### config.mk
export PLATFORM = sky130hd
export DESIGN_NAME = booth_mul_arbiter
export DESIGN_NICKNAME = d
export VERILOG_FILES = /design/src/rtl/booth_mul_arbiter.sv
export SDC_FILE = /design/constraint.sdc
export NUM_CORES = 1
export LEC_CHECK = 0
export CORE_UTILIZATION = 30
export CTS_CLUSTER_DIAMETER = 120
export CTS_CLUSTER_SIZE = 28
export DETAILED_ROUTE_END_ITERATION = 12
export GPL_TIMING_DRIVEN = 0
export PLACE_DENSITY_LB_ADDON = 0.12
export SETUP_SLACK_MARGIN = 0.15
export SYNTH_ARGS = -nofsm -noshare
export SYNTH_HDL_FRONTEND = slang
export SYNTH_SLANG_ARGS = --single-unit
### constraint.sdc
create_clock -name clk -period 2.05 [get_ports clk]
set_clock_uncertainty 0.05 [all_clocks]
set_input_delay 0.205 -clock clk [delete_from_list [all_inputs] [get_ports clk]]
set_output_delay 0.205 -clock clk [all_outputs]
set_load 0.01 [all_outputs]
### src/rtl/booth_mul_arbiter.sv
// Round-robin arbiter that shares one radix-4 Booth multiplier between N_REQ requesters,
// sequencing the start/irq/ack handshake and guarding each wait state with a watchdog.
module booth_mul_arbiter #(
  parameter int N_REQ     = 4,
  parameter int WD_CYCLES = 32
) (
  input  logic                 clk,
  input  logic                 resetn,
  input  logic [N_REQ-1:0]     req,
  input  logic [16*N_REQ-1:0]  req_a,
  input  logic [16*N_REQ-1:0]  req_b,
  output logic [N_REQ-1:0]     done,
  output logic [31:0]          result_out,
  output logic                 err,
  output logic                 mul_start,
  output logic                 mul_ack,
  output logic                 mul_irq_enable,
  output logic [15:0]          mul_data_a,
  output logic [15:0]          mul_data_b,
  input  logic                 mul_busy,
  input  logic                 mul_irq,
  input  logic [31:0]          mul_result
);

  localparam int IW = (N_REQ > 1) ? $clog2(N_REQ) : 1;
  localparam int WW = $clog2(WD_CYCLES + 1);

  typedef enum logic [2:0] {
    IDLE, START, WAIT_BUSY, WAIT_IRQ, ACK, RELEASE
  } state_t;

  state_t          state, state_next;
  logic [IW-1:0]   last, grant, grant_sel;
  logic            grant_valid;
  logic [WW-1:0]   wd_cnt;
  logic            wd_hit, mul_idle;
  logic            start_d, ack_d, err_d, capture, grant_take;
  logic [N_REQ-1:0] done_d;

  assign mul_idle = !mul_busy && !mul_irq;
  assign wd_hit   = (state == WAIT_BUSY || state == WAIT_IRQ || state == RELEASE) &&
                    (wd_cnt == WW'(WD_CYCLES - 1));

  // First set request bit searching upward from last+1, wrapping.
  always_comb begin
    int k;
    logic [IW-1:0] k_idx;
    grant_valid = 1'b0;
    grant_sel   = '0;
    k           = 0;
    k_idx       = '0;
    for (int i = 1; i <= N_REQ; i++) begin
      k     = (int'(last) + i) % N_REQ;
      k_idx = IW'(k);
      if (!grant_valid && req[k_idx]) begin
        grant_valid = 1'b1;
        grant_sel   = k_idx;
      end
    end
  end

  always_ff @(posedge clk) begin
    if (!resetn) state <= IDLE;
    else         state <= state_next;
  end

  always_comb begin
    state_next = state;
    case (state)
      IDLE:      if (grant_valid && mul_idle) state_next = START;
      START:     state_next = WAIT_BUSY;
      WAIT_BUSY: if (wd_hit) state_next = IDLE;
                 else if (mul_busy) state_next = WAIT_IRQ;
      WAIT_IRQ:  if (wd_hit) state_next = IDLE;
                 else if (mul_irq) state_next = ACK;
      ACK:       state_next = RELEASE;
      RELEASE:   if (wd_hit || mul_idle) state_next = IDLE;
      default:   state_next = IDLE;
    endcase
  end

  always_comb begin
    start_d    = (state_next == START);
    ack_d      = (state_next == ACK);
    capture    = (state == ACK);
    done_d     = capture ? (N_REQ'(1) << grant) : '0;
    err_d      = err | wd_hit;
    grant_take = (state == IDLE) && (state_next == START);
  end

  always_ff @(posedge clk) begin
    if (!resetn) begin
      done           <= '0;
      result_out     <= '0;
      err            <= 1'b0;
      mul_start      <= 1'b0;
      mul_ack        <= 1'b0;
      mul_irq_enable <= 1'b0;
      mul_data_a     <= '0;
      mul_data_b     <= '0;
      last           <= IW'(N_REQ - 1);
      grant          <= '0;
    end else begin
      done           <= done_d;
      err            <= err_d;
      mul_start      <= start_d;
      mul_ack        <= ack_d;
      mul_irq_enable <= 1'b1;
      if (capture) result_out <= mul_result;
      // Operands only change on a grant, so they stay stable until IDLE.
      if (grant_take) begin
        mul_data_a <= req_a[16*grant_sel +: 16];
        mul_data_b <= req_b[16*grant_sel +: 16];
        grant      <= grant_sel;
        last       <= grant_sel;
      end
    end
  end

  always_ff @(posedge clk) begin
    if (!resetn)                 wd_cnt <= '0;
    else if (state_next != state) wd_cnt <= '0;
    else if (wd_cnt != '1)        wd_cnt <= wd_cnt + WW'(1);
  end

endmodule

# After elaboration in Yosys (flattened, before gate mapping)
# Index checks and enable logic that the tools add are counted.
[classes] n_mux=24 addsub=5 bitwise=2 n_reduce_logical=18 mul=0 n_shift=3 magnitude_cmp=4 eq_ne=10 div=0
[ops] cell="64-bit by 7-bit variable part select with 16-bit output" count=2
[ops] cell="3-bit two-way mux" count=6
[ops] cell="3-bit case mux with 6 select lines" count=1
[ops] cell="2-bit by 3-bit less-than comparator with 1-bit output (second input constant)" count=4
[ops] cell="3-bit equality test (second input constant)" count=3
[ops] cell="1-bit two-way mux" count=9
[ops] cell="1-bit binary-select mux with 2-bit select" count=4
[ops] cell="2-bit two-way mux" count=4
[ops] cell="1-bit logical AND" count=7
[ops] cell="6-bit by 1-bit adder with 6-bit output (second input constant)" count=1
[ops] cell="3-bit by 1-bit equality test with 1-bit output (second input constant)" count=2
[ops] cell="3-bit by 2-bit equality test with 1-bit output (second input constant)" count=2
[ops] cell="6-bit by 5-bit equality test with 1-bit output (second input constant)" count=1
[ops] cell="6-bit inequality test (second input constant)" count=1
[ops] cell="1-bit zero test" count=5
[ops] cell="2-bit by 1-bit adder with 2-bit output (second input constant)" count=2
[ops] cell="2-bit adder (second input constant)" count=2
[ops] cell="1-bit by 2-bit left shift with 4-bit output (first input constant)" count=1
[ops] cell="3-bit zero test" count=1
[ops] cell="1-bit logical OR" count=3
[ops] cell="3-bit inequality test" count=1
[ops] cell="2-bit AND reduction" count=1
[ops] cell="2-bit OR reduction" count=1
[ops] cell="1-bit NOT" count=1
[ops] cell="1-bit bitwise OR" count=1
[totals] elab_cells=78 ramBits=0 mem_count=0 in_bits=168 register_bits=85 rom_bits=0 latch_bits=0 output_inout_bits=72

# Longest topological paths before layout
[depth] word_depth=18 mapped_depth=7 ltp_nobuf=6

# Worst setup path after synthesis
# Ideal clock, no wire load.
[synth_path] path_type="register -> register" startpoint="register wd_cnt[0]" endpoint="register wd_cnt[2]" arrival_time_ns=1.440 setup_time_ns=0.088 setup_slack_ns=0.472 required_time_ns=1.912 stages_incl_launch_ff=7 n_path_buf=0 synth_period_minus_slack_ns=1.578 path_cell_list="dfxtp_1 -> ha_1 -> nand2_1 -> or3_4 -> o21ai_2 -> a31oi_4 -> nor4_2"
[synth_between] elab_chain_cells=7 word_cells_on_any_way=11 cone_classes="add/sub (1); eq/ne (3); mux (4); reduce/logical (3)"
[synth_lines] element="start, declared" line_no="35" text="logic [WW-1:0] wd_cnt;"
[synth_lines] element="start signal, assigned" line_no="123" text="else if (wd_cnt != '1) wd_cnt <= wd_cnt + WW'(1);"
[synth_lines] element="6-bit by 5-bit equality test with 1-bit output" line_no="42" text="(wd_cnt == WW'(WD_CYCLES - 1));"
[synth_lines] element="1-bit logical AND" line_no="41" text="assign wd_hit = (state == WAIT_BUSY || state == WAIT_IRQ || state == RELEASE) &&"
[synth_lines] element="1-bit logical OR" line_no="77" text="RELEASE: if (wd_hit || mul_idle) state_next = IDLE;"
[synth_lines] element="3-bit two-way mux" line_no="77"
[synth_lines] element="3-bit case mux with 6 select lines" line_no="69" text="case (state)"
[synth_lines] element="3-bit inequality test" line_no="122" text="else if (state_next != state) wd_cnt <= '0;"
[synth_lines] element="2-bit OR reduction (no line)"
# Several ways; a longest one is shown, not always the timed one.
# A chain may end at the register's enable or synchronous reset.

# Final worst setup path
[layout_path] startpoint="input port req[0]" endpoint="register mul_data_a[11]"
[layout_between] elab_chain_cells=17 word_cells_on_any_way=28 cone_classes="eq/ne (1); shift (1); mux (18); reduce/logical (8)"
[layout_lines] element="start, declared" line_no="9" text="input logic [N_REQ-1:0] req,"
[layout_lines] element="parallel branches: the longest is 17 deep, another holds 1-bit binary-select mux with 2-bit select"
[layout_lines] element="end signal, assigned" line_no="112" text="mul_data_a <= req_a[16*grant_sel +: 16];"
[layout_lines] element="end, declared" line_no="18" text="output logic [15:0] mul_data_a,"
# Parallel ways; which one is timed is not known. The select of a mux whose other input is x is not followed.

==> flow_summary.yaml <==
run_status:
  outcome: "finished, final reports clean"
final_layout:
  n_antenna_cell: 0
  finish.utilization_pct: 53.2
  fillers: 1225
  instances_no_fill: 861
  nets: 849
  layout-drive-gt1-share_pct: 11.1
  areaGrowthSynthToFinish_pct: 71.7
worst_setup_path:
  path_buf_inv: 3
  crit_family: "buffers and inverters"
  arrival_ns: 1.99
  path_class: "primary input to register"
  cp_cell_sequence: "clkdlybuf4s50_1, a21oi_1, a31oi_1, a21oi_2, buf_6, buf_4, mux2i_2, o221ai_2"
  cpMaxStageDelayCell: "clkdlybuf4s50_1"
  cp-start-kind: "primary input"
  critPathRequiredTime_ns: 2.22
  cp-end-kind: "register"
  path_max_fanout: 10
  slowest_delay_ns: 0.50
yosys:
  synthMuxAreaShare_pct: 16.0
  yosys.area_share.adder_pct: 0.302
  synth_common_cells: "nand2_1, dfxtp_1, mux2i_1, o221ai_2, a21boi_1"
  yosysTopAreaCellShare_pct: 41.1
  synthXorXnorAreaFrac_pct: 0.423
  avgSynthCellArea_um2: 9.63
  synth_compound_area_share_pct: 19.5
  ys_top_cells_by_area: "dfxtp_1, mux2i_1, nand2_1, o221ai_2, a21boi_1"
  yosysUniqueCellTypes: 43
  yosysTopAreaCell: "dfxtp_1"
  ys_ff_latch: 85
  synth_edf_count: 0
  async_flop_share_pct: 0
  yosysMostFrequentCell: "nand2_1"
  synth.net_count: 599
  yosysWarnings: 0
  synth-simple-area-share_pct: 17.6
  yosys_most_used_dff: "dfxtp_1"
  syn-cell-area_um2: 4140
  synth_cells: 430
  yosysSeqAreaShare_pct: 41.1
  synth_top_family_by_area: "compound AO/OA/AOI/OAI gates"
timing:
  setup_ws_ns: 0.231
  slew_headroom_pct: 64.9
  max_freq_mhz: 550
  grt_setup_unrepaired: "true"
  worstMarginPinSlew_ns: 0.525
  hold_viol: 0
  setup-violations-final: 0
  whs_ns: 0.283
  post-route-min-period_ns: 1.82
  setup_tns_ns: 0
  fin_crit_sh_pct: 88.7
  slew_violations: 0
clocking:
  worstSkewPairLatency_ns: 0.34
  cts_buffers: 9
  htree_num_levels: 3
  cts-root-buf: "clkbuf_16"
  cts-hold-fix-buffers: 0
  cts_buffer_depth: 2
  cts.reportedPaths.clkPinSlew_ns: 0.06
  cts_num_sinks: 85
  cts_tree: "done"
place:
  dp_cells: 845
  dpl.hpwl_um: 10700
  pre_cts_slack_ns: -0.131
  numPortBuffers: 239
  gp_congestion: 0.756
die:
  coreArea_um2: 13300
  die_w_um: 119
  io_pins: 240
  die_area_um2: 14300
  initial_core_util_pct: 31.0
  die_height_um: 119
  row_count: 42
power_and_ir_drop:
  peakVddDrop_uv: 394
  leakage_nw: 2.55
  power_density_nw_per_um2: 645
routing:
  wire_per_inst_um: 15.6
  vias: 4029
  drtAntennaViolNets: 0
  drt-initial-drc-count: 163
  drc: 0
  drtPass1Iterations: 4
  viasPerCell: 4.68
  routed_wl_um: 13400
grt:
  grt_pass1_vias: 4117
  overflow: 0
  grt_antenna_before_repair: 0
  track_usage_pct: 18.7
  grt_first_pass_wirelength_um: 20900
  grt_max_degree: 15
flow_run:
  max_cap_viol_count: 0
worst_hold_path:
  hold_path_class: "primary input to register"
per-stage QoR:
stage / area (µm²) / total power [mW]
final: 7110 / 4.58
after global routing: 7110 / 4.79
after CTS: 7070 / 4.64
after detailed placement: 6750 / 2.87
after global placement: 6750 / 2.86
after floorplan: 4140 / 2.30
report_power, final:
part | total, mW | leakage (nW) | switching, mW | internal, mW
sequential | 1.78 | 0.690 | 0.0513 | 1.73
combinational | 1.05 | 1.72 | 0.418 | 0.632
clock | 1.75 | 0.150 | 0.677 | 1.07
layout by cell type (no fill, tap or decap), drive strengths merged, types with 2 or more instances in the layout:
| cell type | instances |
|---|---|
| nor4 | 3 |
| nand3 | 5 |
| nand2 | 107 |
| a21boi | 33 |
| clkbuf | 16 |
| nor2b | 4 |
| o21ai | 5 |
| and2 | 3 |
| buf | 25 |
| dfxtp | 85 |
| o221ai | 33 |
| a31oi | 3 |
| clkdlybuf4s50 | 239 |
| inv | 2 |
| nor2 | 11 |
| bufinv | 2 |
| nor3b | 4 |
| nor3 | 7 |
| mux2i | 66 |
| nand2b | 10 |
| clkinv | 2 |
| a21oi | 7 |
logic make-up (layout without fill, tap and decap cells):
logic type	count (synthesis)	after routing
multiplexers	66	66
buffers and inverters	32	287
AND/OR/NAND/NOR	158	158
AO/OA/AOI/OAI	86	86
XOR/XNOR	2	2
flip-flops	85	85
adder cells (fa/ha/maj)	1	1
sequential cells by signal, indices dropped and copies added (netlist names):
signal and cells:
done 4, last 2, mul_ack 1, mul_data_b 16, err 1, wd_cnt 6
mul_start 1, mul_data_a 16, state 3, mul_irq_enable 1, result_out 32, grant 2
timing repair:
| item | 4_1_cts | 5_1_grt |
|---|---|---|
| resized for setup | 0 | 7 |
| hold endpoints to repair | 0 | 0 |
| endpoints found under the setup margin | 0 | 32 |
| setup buffers | 0 | 0 |
layout make-up:
type                            count  area (µm²)  area share (%)
Buffer                             30         204            2.87
Clock buffer                       11         233            3.27
Clock inverter                      5        85.1            1.20
Inverter                            2        7.51           0.106
Multi-Input combinational cell    313        2260            31.8
Sequential cell                    85        1700            23.9
Tap cell                          176         220            3.10
Timing Repair Buffer              239        2390            33.7
routing by layer:
metal | vias up | global-route usage, % | share of wire, %
met5 | - | 0 | 0
met4 | 0 | 7.50 | 1.9
met3 | 18 | 6.27 | 9.2
met2 | 160 | 32.7 | 48
met1 | 1817 | 20.7 | 41
li1 | 2034 | - | -
path summary, 6_finish.rpt:
path	cells past startpoint	startpoint	end	slack, ns
setup / recovery	8	req[0]	mul_data_a[11]	0.23
hold / removal	1	resetn	mul_irq_enable	0.28
hold reg to reg	2	result_out[21]	result_out[21]	0.40
setup reg to reg	7	last[1]	mul_data_a[11]	0.27
Power figures use the tool's default switching activity.
